$ cat config.mk
export PLATFORM = sky130hd
export DESIGN_NAME = video_timing_gen
export DESIGN_NICKNAME = d
export VERILOG_FILES = /design/src/rtl/video_timing_gen.sv
export SDC_FILE = /design/constraint.sdc
export NUM_CORES = 1
export LEC_CHECK = 0
export CORE_ASPECT_RATIO = 1.4
export CORE_MARGIN = 2
export CORE_UTILIZATION = 48
export CTS_CLUSTER_DIAMETER = 200
export DETAILED_ROUTE_END_ITERATION = 7
export PLACE_DENSITY = 0.66
export SLEW_MARGIN = 20
export SYNTH_ARGS = -nofsm -noshare
export SYNTH_HDL_FRONTEND = slang
export SYNTH_SLANG_ARGS = --single-unit
$ cat constraint.sdc
create_clock -name clk_i -period 11.2 [get_ports clk_i]
set_input_delay 2.24 -clock clk_i [delete_from_list [all_inputs] [get_ports clk_i]]
set_output_delay 2.24 -clock clk_i [all_outputs]
set_load 0.02 [all_outputs]
$ cat src/rtl/video_timing_gen.sv
// Runtime-configurable video timing generator: pixel coordinates, data enable,
// polarity-programmable syncs and line/frame strobes, all from one register stage.
module video_timing_gen #(
    parameter int HW        = 12,
    parameter int VW        = 11,
    parameter int H_DISPLAY = 800,
    parameter int H_FRONT   = 53,
    parameter int H_SYNC    = 120,
    parameter int H_BACK    = 61,
    parameter int V_DISPLAY = 600,
    parameter int V_FRONT   = 35,
    parameter int V_SYNC    = 6,
    parameter int V_BACK    = 21,
    parameter bit HSYNC_POL = 1'b0,
    parameter bit VSYNC_POL = 1'b0
) (
    input  logic          clk_i,
    input  logic          rstn_i,
    input  logic          en_i,
    input  logic          cfg_valid_i,
    output logic          cfg_ready_o,
    input  logic [HW-1:0] cfg_h_disp_i,
    input  logic [HW-1:0] cfg_h_fp_i,
    input  logic [HW-1:0] cfg_h_sync_i,
    input  logic [HW-1:0] cfg_h_bp_i,
    input  logic [VW-1:0] cfg_v_disp_i,
    input  logic [VW-1:0] cfg_v_fp_i,
    input  logic [VW-1:0] cfg_v_sync_i,
    input  logic [VW-1:0] cfg_v_bp_i,
    input  logic          cfg_hpol_i,
    input  logic          cfg_vpol_i,
    output logic          cfg_err_o,
    output logic [HW-1:0] hpos_o,
    output logic [VW-1:0] vpos_o,
    output logic          de_o,
    output logic          hsync_o,
    output logic          vsync_o,
    output logic          sol_o,
    output logic          sof_o,
    output logic          pix_stb_o
);
    localparam int HX = HW + 2;
    localparam int VX = VW + 2;
    localparam logic [HX-1:0] H_LIM = HX'(1) << HW;
    localparam logic [VX-1:0] V_LIM = VX'(1) << VW;

    logic [HW-1:0] a_hd, a_hf, a_hs, a_hb, p_hd, p_hf, p_hs, p_hb;
    logic [VW-1:0] a_vd, a_vf, a_vs, a_vb, p_vd, p_vf, p_vs, p_vb;
    logic          a_hpol, a_vpol, p_hpol, p_vpol;
    logic          p_full, started;

    logic [HX-1:0] in_htot, a_htot, t_hs_start, t_hs_end;
    logic [VX-1:0] in_vtot, a_vtot, t_vs_start, t_vs_end;
    logic          cfg_ok, xfer, h_last, v_last, frame_wrap, apply;
    logic [HW-1:0] nh, t_hd, t_hf, t_hs;
    logic [VW-1:0] nv, t_vd, t_vf, t_vs;
    logic          t_hpol, t_vpol, n_de, n_hact, n_vact;

    assign cfg_ready_o = ~p_full;
    assign xfer        = cfg_valid_i && !p_full;

    always_comb begin
        in_htot = HX'(cfg_h_disp_i) + HX'(cfg_h_fp_i) + HX'(cfg_h_sync_i) + HX'(cfg_h_bp_i);
        in_vtot = VX'(cfg_v_disp_i) + VX'(cfg_v_fp_i) + VX'(cfg_v_sync_i) + VX'(cfg_v_bp_i);
        cfg_ok  = (cfg_h_disp_i != '0) && (cfg_h_sync_i != '0) &&
                  (cfg_v_disp_i != '0) && (cfg_v_sync_i != '0) &&
                  (in_htot <= H_LIM) && (in_vtot <= V_LIM);
    end

    // Wrap detection uses the running timing; the outputs of the wrapped-to
    // pixel use the pending timing when it is applied on this edge.
    always_comb begin
        a_htot = HX'(a_hd) + HX'(a_hf) + HX'(a_hs) + HX'(a_hb);
        a_vtot = VX'(a_vd) + VX'(a_vf) + VX'(a_vs) + VX'(a_vb);
        h_last = (HX'(hpos_o) == a_htot - HX'(1));
        v_last = (VX'(vpos_o) == a_vtot - VX'(1));
        nh = '0;
        nv = '0;
        frame_wrap = 1'b1;
        if (started) begin
            nh = h_last ? '0 : hpos_o + HW'(1);
            nv = h_last ? (v_last ? '0 : vpos_o + VW'(1)) : vpos_o;
            frame_wrap = h_last && v_last;
        end
        apply = en_i && frame_wrap && p_full;

        t_hd   = apply ? p_hd   : a_hd;
        t_hf   = apply ? p_hf   : a_hf;
        t_hs   = apply ? p_hs   : a_hs;
        t_vd   = apply ? p_vd   : a_vd;
        t_vf   = apply ? p_vf   : a_vf;
        t_vs   = apply ? p_vs   : a_vs;
        t_hpol = apply ? p_hpol : a_hpol;
        t_vpol = apply ? p_vpol : a_vpol;

        t_hs_start = HX'(t_hd) + HX'(t_hf);
        t_hs_end   = t_hs_start + HX'(t_hs);
        t_vs_start = VX'(t_vd) + VX'(t_vf);
        t_vs_end   = t_vs_start + VX'(t_vs);
        n_de   = (nh < t_hd) && (nv < t_vd);
        n_hact = (HX'(nh) >= t_hs_start) && (HX'(nh) < t_hs_end);
        n_vact = (VX'(nv) >= t_vs_start) && (VX'(nv) < t_vs_end);
    end

    always_ff @(posedge clk_i or negedge rstn_i) begin
        if (!rstn_i) begin
            a_hd <= HW'(H_DISPLAY); a_hf <= HW'(H_FRONT); a_hs <= HW'(H_SYNC); a_hb <= HW'(H_BACK);
            a_vd <= VW'(V_DISPLAY); a_vf <= VW'(V_FRONT); a_vs <= VW'(V_SYNC); a_vb <= VW'(V_BACK);
            a_hpol <= HSYNC_POL;
            a_vpol <= VSYNC_POL;
            p_hd <= '0; p_hf <= '0; p_hs <= '0; p_hb <= '0;
            p_vd <= '0; p_vf <= '0; p_vs <= '0; p_vb <= '0;
            p_hpol <= 1'b0;
            p_vpol <= 1'b0;
            p_full    <= 1'b0;
            started   <= 1'b0;
            cfg_err_o <= 1'b0;
            hpos_o    <= '0;
            vpos_o    <= '0;
            de_o      <= 1'b0;
            hsync_o   <= ~HSYNC_POL;
            vsync_o   <= ~VSYNC_POL;
            sol_o     <= 1'b0;
            sof_o     <= 1'b0;
            pix_stb_o <= 1'b0;
        end else begin
            cfg_err_o <= xfer && !cfg_ok;
            if (xfer && cfg_ok) begin
                p_hd <= cfg_h_disp_i; p_hf <= cfg_h_fp_i; p_hs <= cfg_h_sync_i; p_hb <= cfg_h_bp_i;
                p_vd <= cfg_v_disp_i; p_vf <= cfg_v_fp_i; p_vs <= cfg_v_sync_i; p_vb <= cfg_v_bp_i;
                p_hpol <= cfg_hpol_i;
                p_vpol <= cfg_vpol_i;
                p_full <= 1'b1;
            end
            if (en_i) begin
                started   <= 1'b1;
                hpos_o    <= nh;
                vpos_o    <= nv;
                de_o      <= n_de;
                hsync_o   <= n_hact ? t_hpol : ~t_hpol;
                vsync_o   <= n_vact ? t_vpol : ~t_vpol;
                sol_o     <= (nh == '0);
                sof_o     <= frame_wrap;
                pix_stb_o <= 1'b1;
                if (apply) begin
                    a_hd <= p_hd; a_hf <= p_hf; a_hs <= p_hs; a_hb <= p_hb;
                    a_vd <= p_vd; a_vf <= p_vf; a_vs <= p_vs; a_vb <= p_vb;
                    a_hpol <= p_hpol;
                    a_vpol <= p_vpol;
                    p_full <= 1'b0;
                end
            end else begin
                sol_o     <= 1'b0;
                sof_o     <= 1'b0;
                pix_stb_o <= 1'b0;
            end
        end
    end
endmodule

==> impl_metrics.tcl <==
set metrics [dict create \
    clock-root-buffer "clkbuf_16" \
    avgSynthCellArea_sq_um 10.4 \
    grt_pass1_vias 13800 \
    maxCapViolations 0 \
    syn_nets 2115 \
    overflow 0 \
    reg2reg_to "hsync_o" \
    synth_ff_type "dfrtp_1" \
    cts_setup_buffers 0 \
    drtAntennaViolNets 0 \
    netlist_instances 1731 \
    slowest_delay_ns 0.55 \
    drt_iter0_markers 552 \
    crit_start "a_vf[1]" \
    die_h_um 233 \
    grt_util_met1 0.247 \
    drive_gt1_frac 0.162 \
    yosysMostFrequentCell "ha_1" \
    cts_hold_buffers 0 \
    grt_util_met2 0.490 \
    clock_sinks 220 \
    die-area_sq_um 39100 \
    stdcell_count 2336 \
    cp_max_fo 35 \
    r2r-start "a_vf[1]" \
    p_leak_uw 0.0102 \
    clock_latency_ns 0.57 \
    layout.area.seq_sq_um 5540 \
    clk_pin_slew_ns 0.06 \
    area_growth_syn_to_layout_pct 14.6 \
    rows 83 \
    numCtsBuffers 26 \
    cts_tree "yes" \
    status "completed" \
    power.density_nw_per_um2 109 \
    crit_path_start_kind "register" \
    ys_top_cells_by_area "dfrtp_1 (26%), ha_1 (13%), fa_1 (10%)" \
    fmax_ghz 0.104 \
    rsz0062_at_grt "false" \
    gp_congestion 0.887 \
    grt_use_met3 0.0271 \
    critPathCapture "hsync_o" \
    gr-max-usage-layer "met2" \
    fin_hold_ws_ns 0.499 \
    wl_um 46700 \
    fin_worst_skew_ns 0.0157 \
    finalNetCount 2233 \
    worst-setup-path-type "reg2reg" \
    fillers 3212 \
    cp-end-kind "register" \
    post_cts_resized 0 \
    wire_per_inst_um 20.0 \
    timing.final.crit_share 0.863 \
    grt_max_degree 126 \
    cp_common_cell "a21oi_1" \
    antenna_cells 0 \
    start_util 0.488 \
    irDropWorstVdd_mv 0.115 \
    hold_path_class "reg2reg" \
    ys_seq_area_frac 0.308 \
    r2r_slack_ns 1.54 \
    htreeDepth 1 \
    core_sq_um 36900 \
    grt_pass1_wl_um 73900 \
    finalHoldViolations 0 \
    vias 13100 \
    drv_slew 0 \
    async_reset_ff_frac 1.00 \
    synth.distinct_cells 86 \
    antenna_found_initial 0 \
    r2r.worst_path.cells 40 \
    placedCellCount 2287 \
    die-width_um 168 \
    yosys_warnings 0 \
    clk_path_buf_depth 3 \
    synth_edf_count 0 \
    port_buffers 128 \
    finalSetupTns_ns 0 \
    layout_min_cycle_time_ns 9.66 \
    final-setup-viol-count 0 \
    route.detailed.drc 0 \
    synth_top_cells_by_count "ha_1 (193), dfrtp_1 (190), inv_1 (184)" \
    ys_seq_elements 220 \
    worstHoldPathCells 1 \
    via_per_inst 5.60 \
    cp_slowest_cell "dfstp_2" \
    crit_required_ns 11.70 \
    grt_usage 0.243 \
    cp.arrival_ns 10.16 \
    synth_top_area_share 0.264 \
    multiInputGateArea_sq_um 11500 \
    synth_area_sq_um 18000 \
    io_pins 129 \
    synth_top_area_cell "dfrtp_1" \
    relSlewSlack 0.347 \
    dp_hpwl_um 37500 \
    worst_pin_slew_ns 0.979 \
    dr.pass1.iters 5 \
]
## cell usage in the layout (no fill, tap or decap), types with 49 or more instances in the layout
cell and instances:
nor2_1 60, inv_1 184, nand2_1 110, xor2_1 51
mux2_4 49, clkdlybuf4s50_1 127, mux2_2 137, fa_1 93
o21ai_0 135, a21oi_1 85, dfrtp_1 190, ha_1 193
## per-layer routing
layer,wire (um),part of all wire
met1,16700,0.36
met2,26100,0.56
met3,1460,0.031
met4,2460,0.053
met5,0,0
## power breakdown
part / switching, uW / total (uW) / internal [uW]
clock: 368 / 907 / 539
combinational: 278 / 504 / 226
sequential: 28.8 / 835 / 807
## per-stage QoR
step	area, sq um	setup slack, ns	util	total power, uW
2_1_floorplan	18000	2.29	-	1160
3_3_place_gp	19700	1.86	0.534	1340
3_5_place_dp	19700	1.64	0.534	1350
4_1_cts	20600	1.62	0.559	2270
5_1_grt	20600	0.742	0.560	2360
6_report	20600	1.54	0.560	2250
## how the worst min path moves through the flow
stage | to | slack, ns | from
floorplan | a_vb[9] | 0.44 | p_vb[9]
global placement | p_vb[5] | 0.48 | p_vb[5]
detailed placement | p_vb[4] | 0.49 | p_vb[4]
CTS | p_vb[4] | 0.50 | p_vb[4]
global route | p_vb[10] | 0.52 | p_vb[10]
finish | p_vb[3] | 0.50 | p_vb[3]
## logic make-up after synthesis
family | share of synthesized area
compound gates | 0.127
simple gates | 0.0930
fa+ha+maj | 0.237
buf+inv | 0.0535
flops | 0.308
mux | 0.130
xor+xnor | 0.0503
## area by class of cell
cell class,instances,area share
clock inverter,15,0.00946
sequential,220,0.269
timing repair buffer,136,0.0668
multi-input combinational,1281,0.558
inverter,184,0.0335
clock buffer,33,0.0357
tap,467,0.0283
## worst max-delay path, delay by kind of cell (launching register included)
family | cells | cell delay [ns]
compound gates | 15 | 2.64
xor+xnor | 4 | 0.81
fa+ha+maj | 9 | 3.16
buf+inv | 3 | 0.49
flops | 1 | 0.55
mux | 1 | 0.26
simple gates | 8 | 1.68
## state kept, by name, summed over array words and instances (netlist names), 12 cells and up
signal / count
a_hb: 12
a_hd: 12
a_hf: 12
a_hs: 12
hpos_o: 12
p_hb: 12
p_hd: 12
p_hf: 12
p_hs: 12
(Power assumes the default switching activity.)
